**src/rtl/dmem_ctrl.sv**
```systemverilog
// -----------------------------------------------------------------------------
// dmem_ctrl
//
// Data-memory access controller that sits between the CPU load/store stage and
// a synchronous single-port RAM. It accepts one byte/halfword/word load or
// store at a time and always drives word-aligned RAM cycles:
//   - loads read the word, pick the addressed lane and sign/zero-extend it;
//   - word stores write the store data directly;
//   - byte/half stores read the word, merge the new lane(s) in, then write the
//     merged word back (read-modify-write).
// Misaligned halfword/word accesses and the reserved size code finish with an
// error response and never touch the RAM.
//
// Parameter:
//   BIG_ENDIAN   1: byte offset 0 is bits [31:24]; 0: byte offset 0 is [7:0]
//
// Ports:
//   clk          system clock, all state changes on the rising edge
//   rst          asynchronous active-high reset
//   req          request valid, only looked at while busy is low
//   req_we       1 = store, 0 = load
//   req_size     00 byte, 01 half, 10 word, 11 reserved (error)
//   req_unsigned loads only: 1 = zero-extend, 0 = sign-extend
//   req_addr     byte address
//   req_wdata    store data, right-justified
//   busy         high whenever the controller is not idle
//   resp_valid   one-cycle completion pulse
//   resp_rdata   extended load data (0 after stores/errors), held between
//                responses
//   resp_err     qualifies resp_valid: misaligned access or reserved size
//   ram_cs       RAM chip select
//   ram_oe       RAM read enable
//   ram_we       RAM write enable
//   ram_addr     word-aligned latched address, 0 while idle
//   ram_din      word written to the RAM
//   ram_dout     RAM read data, valid the cycle after a cs&oe cycle
// -----------------------------------------------------------------------------
module dmem_ctrl #(
  parameter bit BIG_ENDIAN = 1'b1
) (
  input  logic        clk,
  input  logic        rst,
  input  logic        req,
  input  logic        req_we,
  input  logic [1:0]  req_size,
  input  logic        req_unsigned,
  input  logic [31:0] req_addr,
  input  logic [31:0] req_wdata,
  output logic        busy,
  output logic        resp_valid,
  output logic [31:0] resp_rdata,
  output logic        resp_err,
  output logic        ram_cs,
  output logic        ram_oe,
  output logic        ram_we,
  output logic [31:0] ram_addr,
  output logic [31:0] ram_din,
  input  logic [31:0] ram_dout
);

  typedef enum logic [2:0] {
    S_IDLE    = 3'd0,
    S_RD      = 3'd1,
    S_RD_WAIT = 3'd2,
    S_WR      = 3'd3,
    S_DONE    = 3'd4,
    S_ERR     = 3'd5
  } state_t;

  localparam logic [1:0] SZ_BYTE = 2'b00;
  localparam logic [1:0] SZ_HALF = 2'b01;
  localparam logic [1:0] SZ_WORD = 2'b10;

  // Replace the 8-bit lane starting at bit 'sh' of 'word' with 'b'.
  function automatic logic [31:0] merge_byte(input logic [31:0] word,
                                             input logic [7:0]  b,
                                             input logic [4:0]  sh);
    logic [31:0] mask;
    mask = 32'h0000_00FF << sh;
    return (word & ~mask) | ({24'h00_0000, b} << sh);
  endfunction

  // Replace the 16-bit lane starting at bit 'sh' of 'word' with 'h'.
  function automatic logic [31:0] merge_half(input logic [31:0] word,
                                             input logic [15:0] h,
                                             input logic [4:0]  sh);
    logic [31:0] mask;
    mask = 32'h0000_FFFF << sh;
    return (word & ~mask) | ({16'h0000, h} << sh);
  endfunction

  state_t      r_state;
  state_t      w_next_state;

  logic        r_we;
  logic [1:0]  r_size;
  logic        r_unsigned;
  logic [31:0] r_addr;
  logic [15:0] r_wdata;     // only the low half is ever merged
  logic [31:0] r_rdata;
  logic [31:0] r_din;

  logic        w_req_err;
  logic [1:0]  w_byte_pos;
  logic        w_half_pos;
  logic [4:0]  w_byte_sh;
  logic [4:0]  w_half_sh;
  logic [7:0]  w_lane_b;
  logic [15:0] w_lane_h;
  logic [31:0] w_load_ext;
  logic [31:0] w_merged;

  // Classify the incoming request: reserved size or misaligned half/word.
  always_comb begin
    w_req_err = 1'b0;
    case (req_size)
      SZ_BYTE: w_req_err = 1'b0;
      SZ_HALF: w_req_err = req_addr[0];
      SZ_WORD: w_req_err = (req_addr[1:0] != 2'b00);
      default: w_req_err = 1'b1;
    endcase
  end

  // Lane position inside the RAM word; in big-endian order offset 0 is the
  // most significant lane, so the position is the inverted offset.
  always_comb begin
    w_byte_pos = r_addr[1:0];
    w_half_pos = r_addr[1];
    if (BIG_ENDIAN) begin
      w_byte_pos = ~r_addr[1:0];
      w_half_pos = ~r_addr[1];
    end else begin
      w_byte_pos = r_addr[1:0];
      w_half_pos = r_addr[1];
    end
  end

  assign w_byte_sh = {w_byte_pos, 3'b000};
  assign w_half_sh = {w_half_pos, 4'b0000};
  assign w_lane_b  = ram_dout[w_byte_sh +: 8];
  assign w_lane_h  = ram_dout[w_half_sh +: 16];

  // Extend the selected load lane to 32 bits.
  always_comb begin
    w_load_ext = ram_dout;
    case (r_size)
      SZ_BYTE: begin
        if (r_unsigned) begin
          w_load_ext = {24'h00_0000, w_lane_b};
        end else begin
          w_load_ext = {{24{w_lane_b[7]}}, w_lane_b};
        end
      end
      SZ_HALF: begin
        if (r_unsigned) begin
          w_load_ext = {16'h0000, w_lane_h};
        end else begin
          w_load_ext = {{16{w_lane_h[15]}}, w_lane_h};
        end
      end
      default: w_load_ext = ram_dout;
    endcase
  end

  // Merge the latched store data into the word just read back.
  always_comb begin
    w_merged = ram_dout;
    case (r_size)
      SZ_BYTE: w_merged = merge_byte(ram_dout, r_wdata[7:0], w_byte_sh);
      SZ_HALF: w_merged = merge_half(ram_dout, r_wdata, w_half_sh);
      default: w_merged = ram_dout;
    endcase
  end

  // Next-state logic.
  always_comb begin
    w_next_state = r_state;
    case (r_state)
      S_IDLE: begin
        if (!req) begin
          w_next_state = S_IDLE;
        end else if (w_req_err) begin
          w_next_state = S_ERR;
        end else if (req_we && (req_size == SZ_WORD)) begin
          w_next_state = S_WR;
        end else begin
          w_next_state = S_RD;
        end
      end
      S_RD:      w_next_state = S_RD_WAIT;
      S_RD_WAIT: begin
        if (r_we) begin
          w_next_state = S_WR;
        end else begin
          w_next_state = S_DONE;
        end
      end
      S_WR:      w_next_state = S_DONE;
      S_DONE:    w_next_state = S_IDLE;
      S_ERR:     w_next_state = S_IDLE;
      default:   w_next_state = S_IDLE;
    endcase
  end

  // State register; reset abandons any operation in flight.
  always_ff @(posedge clk or posedge rst) begin
    if (rst) begin
      r_state <= S_IDLE;
    end else begin
      r_state <= w_next_state;
    end
  end

  // Request latch, load-data and write-data registers.
  always_ff @(posedge clk or posedge rst) begin
    if (rst) begin
      r_we       <= 1'b0;
      r_size     <= 2'b00;
      r_unsigned <= 1'b0;
      r_addr     <= 32'h0000_0000;
      r_wdata    <= 16'h0000;
      r_rdata    <= 32'h0000_0000;
      r_din      <= 32'h0000_0000;
    end else begin
      case (r_state)
        S_IDLE: begin
          if (req) begin
            r_we       <= req_we;
            r_size     <= req_size;
            r_unsigned <= req_unsigned;
            r_addr     <= req_addr;
            r_wdata    <= req_wdata[15:0];
            // Word stores go straight to WR, so their write word is known now.
            if (req_we && (req_size == SZ_WORD)) begin
              r_din <= req_wdata;
            end
            // Error responses carry zero data.
            if (w_req_err) begin
              r_rdata <= 32'h0000_0000;
            end
          end
        end
        S_RD_WAIT: begin
          if (r_we) begin
            r_din <= w_merged;
          end else begin
            r_rdata <= w_load_ext;
          end
        end
        // Stores complete with zero data; cleared here so it shows in DONE.
        S_WR: r_rdata <= 32'h0000_0000;
        default: begin
        end
      endcase
    end
  end

  // Moore output decode from the state register.
  assign busy       = (r_state != S_IDLE);
  assign resp_valid = (r_state == S_DONE) || (r_state == S_ERR);
  assign resp_err   = (r_state == S_ERR);
  assign ram_oe     = (r_state == S_RD);
  assign ram_we     = (r_state == S_WR);
  assign ram_cs     = (r_state == S_RD) || (r_state == S_WR);
  assign ram_addr   = busy ? {r_addr[31:2], 2'b00} : 32'h0000_0000;
  assign ram_din    = r_din;
  assign resp_rdata = r_rdata;

endmodule

```
**config.mk**
```make
export PLATFORM = sky130hd
export DESIGN_NAME = dmem_ctrl
export DESIGN_NICKNAME = d
export VERILOG_FILES = /design/src/rtl/dmem_ctrl.sv
export SDC_FILE = /design/constraint.sdc
export NUM_CORES = 1
export LEC_CHECK = 0
export ABC_AREA = 1
export CAP_MARGIN = 0
export CELL_PAD_IN_SITES_DETAIL_PLACEMENT = 2
export CELL_PAD_IN_SITES_GLOBAL_PLACEMENT = 2
export CORE_MARGIN = 1
export CORE_UTILIZATION = 27
export DETAILED_ROUTE_END_ITERATION = 16
export HOLD_SLACK_MARGIN = 0.06
export PLACE_DENSITY_LB_ADDON = 0.1
export SETUP_SLACK_MARGIN = 0.4
export SYNTH_ARGS = -nofsm -noshare
export SYNTH_HDL_FRONTEND = slang
export SYNTH_SLANG_ARGS = --single-unit
```
**constraint.sdc**
```tcl
create_clock -name clk -period 8.25 [get_ports clk]
set_input_delay 0.825 -clock clk [delete_from_list [all_inputs] [get_ports clk]]
set_output_delay 0.825 -clock clk [all_outputs]
set_load 0.02 [all_outputs]
```
* Yosys cells after proc, flatten, opt, wreduce, memory -nomap -nowiden
Cells that the tools add are included.
W data, S select, Z words.
** Word-level totals
- Flip-flop bits (word level) :: 119
- Output and inout port bits :: 102
- Word-level logic and storage cells :: 67
** Cells by class
- Bitwise gates (word level) :: 8
- Reduce and logical (&&, ||, !) cells :: 13
- Equality and inequality tests :: 13
- Shift operators :: 6
- Multiplexer cells :: 19
** Operators with widths (number)
- $mux W32 :: 9
- $pmux W32 S2 :: 3
- $pmux W32 S3 :: 1
- $and A32 B32 Y32 :: 2
- $not A32 Y32 :: 2
- $or A32 B32 Y32 :: 2
- $shiftx A32 B6 Y16 :: 1
- $shiftx A32 B6 Y8 :: 1
- $shl A16 B5 Y32 :: 1
- $shl A16 B5 Y32 const A :: 1
- $shl A8 B5 Y32 :: 1
- $shl A8 B5 Y32 const A :: 1
- $pmux W3 S4 :: 1
- $ne A2 B2 Y1 const B :: 5
- $mux W3 :: 3
- $reduce_and A4 Y1 :: 2
- $eq A3 B2 Y1 const B :: 2
- $eq A3 B3 Y1 const B :: 2
- $reduce_bool A3 Y1 :: 2
- $eq A2 B1 Y1 const B :: 2
- $logic_not A2 Y1 :: 2
- $reduce_bool A2 Y1 :: 2
- $eq A3 B1 Y1 const B :: 1
- $logic_not A3 Y1 :: 1
- other kinds (8) :: 9

* Logic depth before layout (Yosys ltp)
- Depth in word-level cells :: 8
- Gate-level depth with buffers :: 10
- Mapped depth without buffers :: 9

* Worst setup path after synthesis
OpenSTA, ideal clock, no wires.
- Kind :: reg2out
- From :: register r_state[2]
- To :: output port ram_addr[10]
- Data required time :: 7.425 ns
- Stages on the path, launching flop included :: 6
- Path slack :: 6.262 ns
- Buffers on the path :: 1
- Arrival time :: 1.163 ns
- Cells stage by stage :: dfrtp_1 inv_2 nand2_1 nor2_2 clkbuf_1 nor2_1
** Between the ends
- Word-level cells in the longest chain between the ends :: 2
** Ends and longest elaborated chain
- start: declaration :: line 92 : state_t r_state;
- start signal: assignment :: line 210 : r_state <= w_next_state;
- $reduce_bool A3 Y1 :: line 259 : assign busy = (r_state != S_IDLE);
- $mux W32 :: line 265 : assign ram_addr = busy ? {r_addr[31:2], 2'b00} : 32'h0000_0000;
- end: declaration :: line 56 : output logic [31:0] ram_addr,
No other way between the ends.

* Worst setup path after layout
- From :: register r_state[1]
- To :: output port ram_we
** Between the ends
- Word-level cells in the longest chain between the ends :: 1
** Ends and longest elaborated chain
- $eq A3 B2 Y1 :: line 263 : assign ram_we = (r_state == S_WR);
- end: declaration :: line 55 : output logic ram_we,
No other way between the ends.

==> metrics.md <==
| Metric | Value |
|---|---|
| Setup crit end kind | primary output |
| Cells after Synth | 1092 |
| CTS resizes | 0 |
| N_diodes | 0 |
| Area Growth Syn to Fin | 38.4% |
| Global-route wire length before repair | 46.2 mm |
| Die Height | 165 um |
| RSZ-0062 raised after global routing | no |
| Fmax achieved | 327 MHz |
| Status | finished clean |
| Final worst-path cycle share | 0.371 |
| Detailed Routing Iterations Pass 1 | 4 |
| Non-Filler Instances | 1609 |
| Setup Fix Bufs, Post-CTS | 0 |
| Worst Tran Pin Value | 1.10 ns |
| Final hold slack | 0.482 ns |
| Layout net count | 1364 |
| Pre-CTS setup slack | 5.27 ns |
| CTS Sinks | 119 |
| Main area contributors after synthesis | dfrtp_1 42%, nand2_1 24%, nor2_1 7.5% |
| Yosys warns | 0 |
| Max cap viols | 0 |
| Root Buffer | clkbuf_16 |
| DR iter-0 viols | 423 |
| Initial antenna violation count | 0 |
| Cell Area, Placed | 9300 um2 |
| Setup violators final | 0 |
| Crit path setup slack, layout | 5.19 ns |
| Maximum vdd drop | 0.141 mV |
| Area leader, netlist | dfrtp_1 |
| Detail Route Antenna Nets | 0 |
| Total power | 3.93 mW |
| P_leak | 4.86 nW |
| RD Place Congestion | 0.832 |
| All-Layer GR Usage | 0.227 |
| Clock Latency Late Sink | 0.43 ns |
| Routed WL | 29.9 mm |
| Post-synth EDFFs | 0 |
| Die area | 27100 um2 |
| Die width | 165 um |
| Worst setup SP type | flip-flop |
| Distinct cells, synth | 29 |
| Num CTS Buffers | 17 |
| Setup_tns | 0 ns |
| Asr flop ratio synth | 1.00 |
| Largest net degree at the start of global routing | 92 |
| Share of layout cells above drive strength 1 | 0.0487 |
| Fillers | 3118 |
| Row cnt | 59 |
| Most common cell after layout, fill and taps aside | nand2_1 |
| Final hold viol count | 0 |
| Avg WL per Cell | 18.6 um |
| Max Root-Sink Buffers | 2 |
| Initial Util | 0.275 |
| Max-slew violations | 0 |
| Via density | 4.78 |
| Io pins | 205 |
| Tmin final | 3.06 ns |
| Grt ovf | 0 |
| Setup Skew | 0.0154 ns |
| Top cell type's share of synthesized area | 0.417 |
| Finished Core Util | 0.380 |
| Final Cell Area | 9880 um2 |
| Hold Path Class | reg2reg |
| Max-slew headroom | 0.264 |
| Core Footprint | 26000 um2 |
| Post-synthesis register bit count | 119 |
| CTS tree | built |
| Residual DRC count | 0 |
| Clk pin slew, worst setup/hold paths | 0.07 ns |
| DP HPWL | 21.6 mm |
| PD cells | 398 nW/um2 |
| CP Data Required Time | 7.42 ns |
| Most used DFF post-synth | dfrtp_1 |
| Max Fanout on Critical Path | 13 |
| CTS Hold Buffers Added | 0 |
| Crit path kind | reg2out |
| Port-buffer cells | 202 |
| Synth Cell Area | 7140 um2 |
| Commonest non-fill, non-tap cells in the layout | 453 x nand2_1, 202 x clkdlybuf4s50_1, 143 x nor2_1 |
| Vias after detailed routing | 7699 |
| Vias in the first global route | 8051 |
| Placed cells | 1577 |
| H-tree depth | 4 |
| Critical path data arrival time | 2.24 ns |
| Sequential share of the synthesized area | 0.417 |
| Avg Inst Size Synth | 6.54 um2 |
[cells by family after synthesis]
| logic type | share of synthesized area |
|---|---|
| DFF | 0.417 |
| and+or+nand+nor | 0.400 |
| AOI/OAI and AO/OA | 0.0864 |
| other | 0.000525 |
| buffers and inverters | 0.0962 |
[path summary, 6_finish.rpt]
check / from / endpoint / slack (ns) / cells after the start
min in group asynchronous: rst / ram_din[22]$_DFFE_PP0P_ / 0.96 / 2
min reg2reg: ram_din[26]$_DFFE_PP0P_ / ram_din[26]$_DFFE_PP0P_ / 0.48 / 2
max in group asynchronous: rst / r_addr[1]$_DFFE_PP0P_ / 5.99 / 3
max reg2reg: r_state[2]$_DFF_PP0_ / resp_rdata[9]$_DFFE_PP0P_ / 5.32 / 9
max: r_state[1]$_DFF_PP0_ / ram_we / 5.19 / 3
min: ram_din[26]$_DFFE_PP0P_ / ram_din[26]$_DFFE_PP0P_ / 0.48 / 2
[worst max-delay path, cell delays in order (launching register included)]
cell	delay (ns)
dfrtp_1	0.68
inv_2	0.17
nor3_1	0.31
clkdlybuf4s50_1	0.66
[layout make-up]
class / instances / area (um2) / share of cell area
Tap cell: 335 / 419 / 0.0424
Inverter: 95 / 359 / 0.0363
Clock buffer: 17 / 425 / 0.0430
Multi-Input combinational cell: 820 / 3480 / 0.352
Timing Repair Buffer: 208 / 2070 / 0.209
Sequential cell: 119 / 2980 / 0.301
Clock inverter: 15 / 155 / 0.0157
[flip-flops by register name, summed over array words and instances, names as in the netlist]
| register | flops |
|---|---|
| r_addr | 32 |
| r_size | 2 |
| r_state | 3 |
| r_unsigned | 1 |
| r_wdata | 16 |
| r_we | 1 |
| ram_din | 32 |
| resp_rdata | 32 |
[report_power, final]
group	switching, mW	internal (mW)
clock network	0.331	0.426
registers	0.196	0.827
logic	1.40	0.747
[cell usage after synthesis (2+ instances only)]
cell type,count
a21boi_0,7
clkbuf_1,9
o21ai_1,4
nand2_1,453
nor2_1,143
nor2_2,3
dfrtp_1,119
inv_1,86
nand2_4,3
nand3_1,86
o21bai_1,2
nand3_2,2
a21oi_1,16
nand4_1,3
buf_4,6
buf_6,5
nand3b_1,2
o21ai_0,84
inv_2,9
buf_2,39
o211ai_1,3
[per-layer routing]
| metal | vias to the layer above | GRT usage | wire length (um) |
|---|---|---|---|
| met3 | 30 | 0.0407 | 1170 |
| met2 | 176 | 0.381 | 14200 |
| met1 | 3772 | 0.296 | 13900 |
| met4 | 0 | 0.0667 | 542 |
| met5 | - | 0 | 0 |
| li1 | 3721 | - | - |
Note: power is estimated with default switching activity, not from simulation.
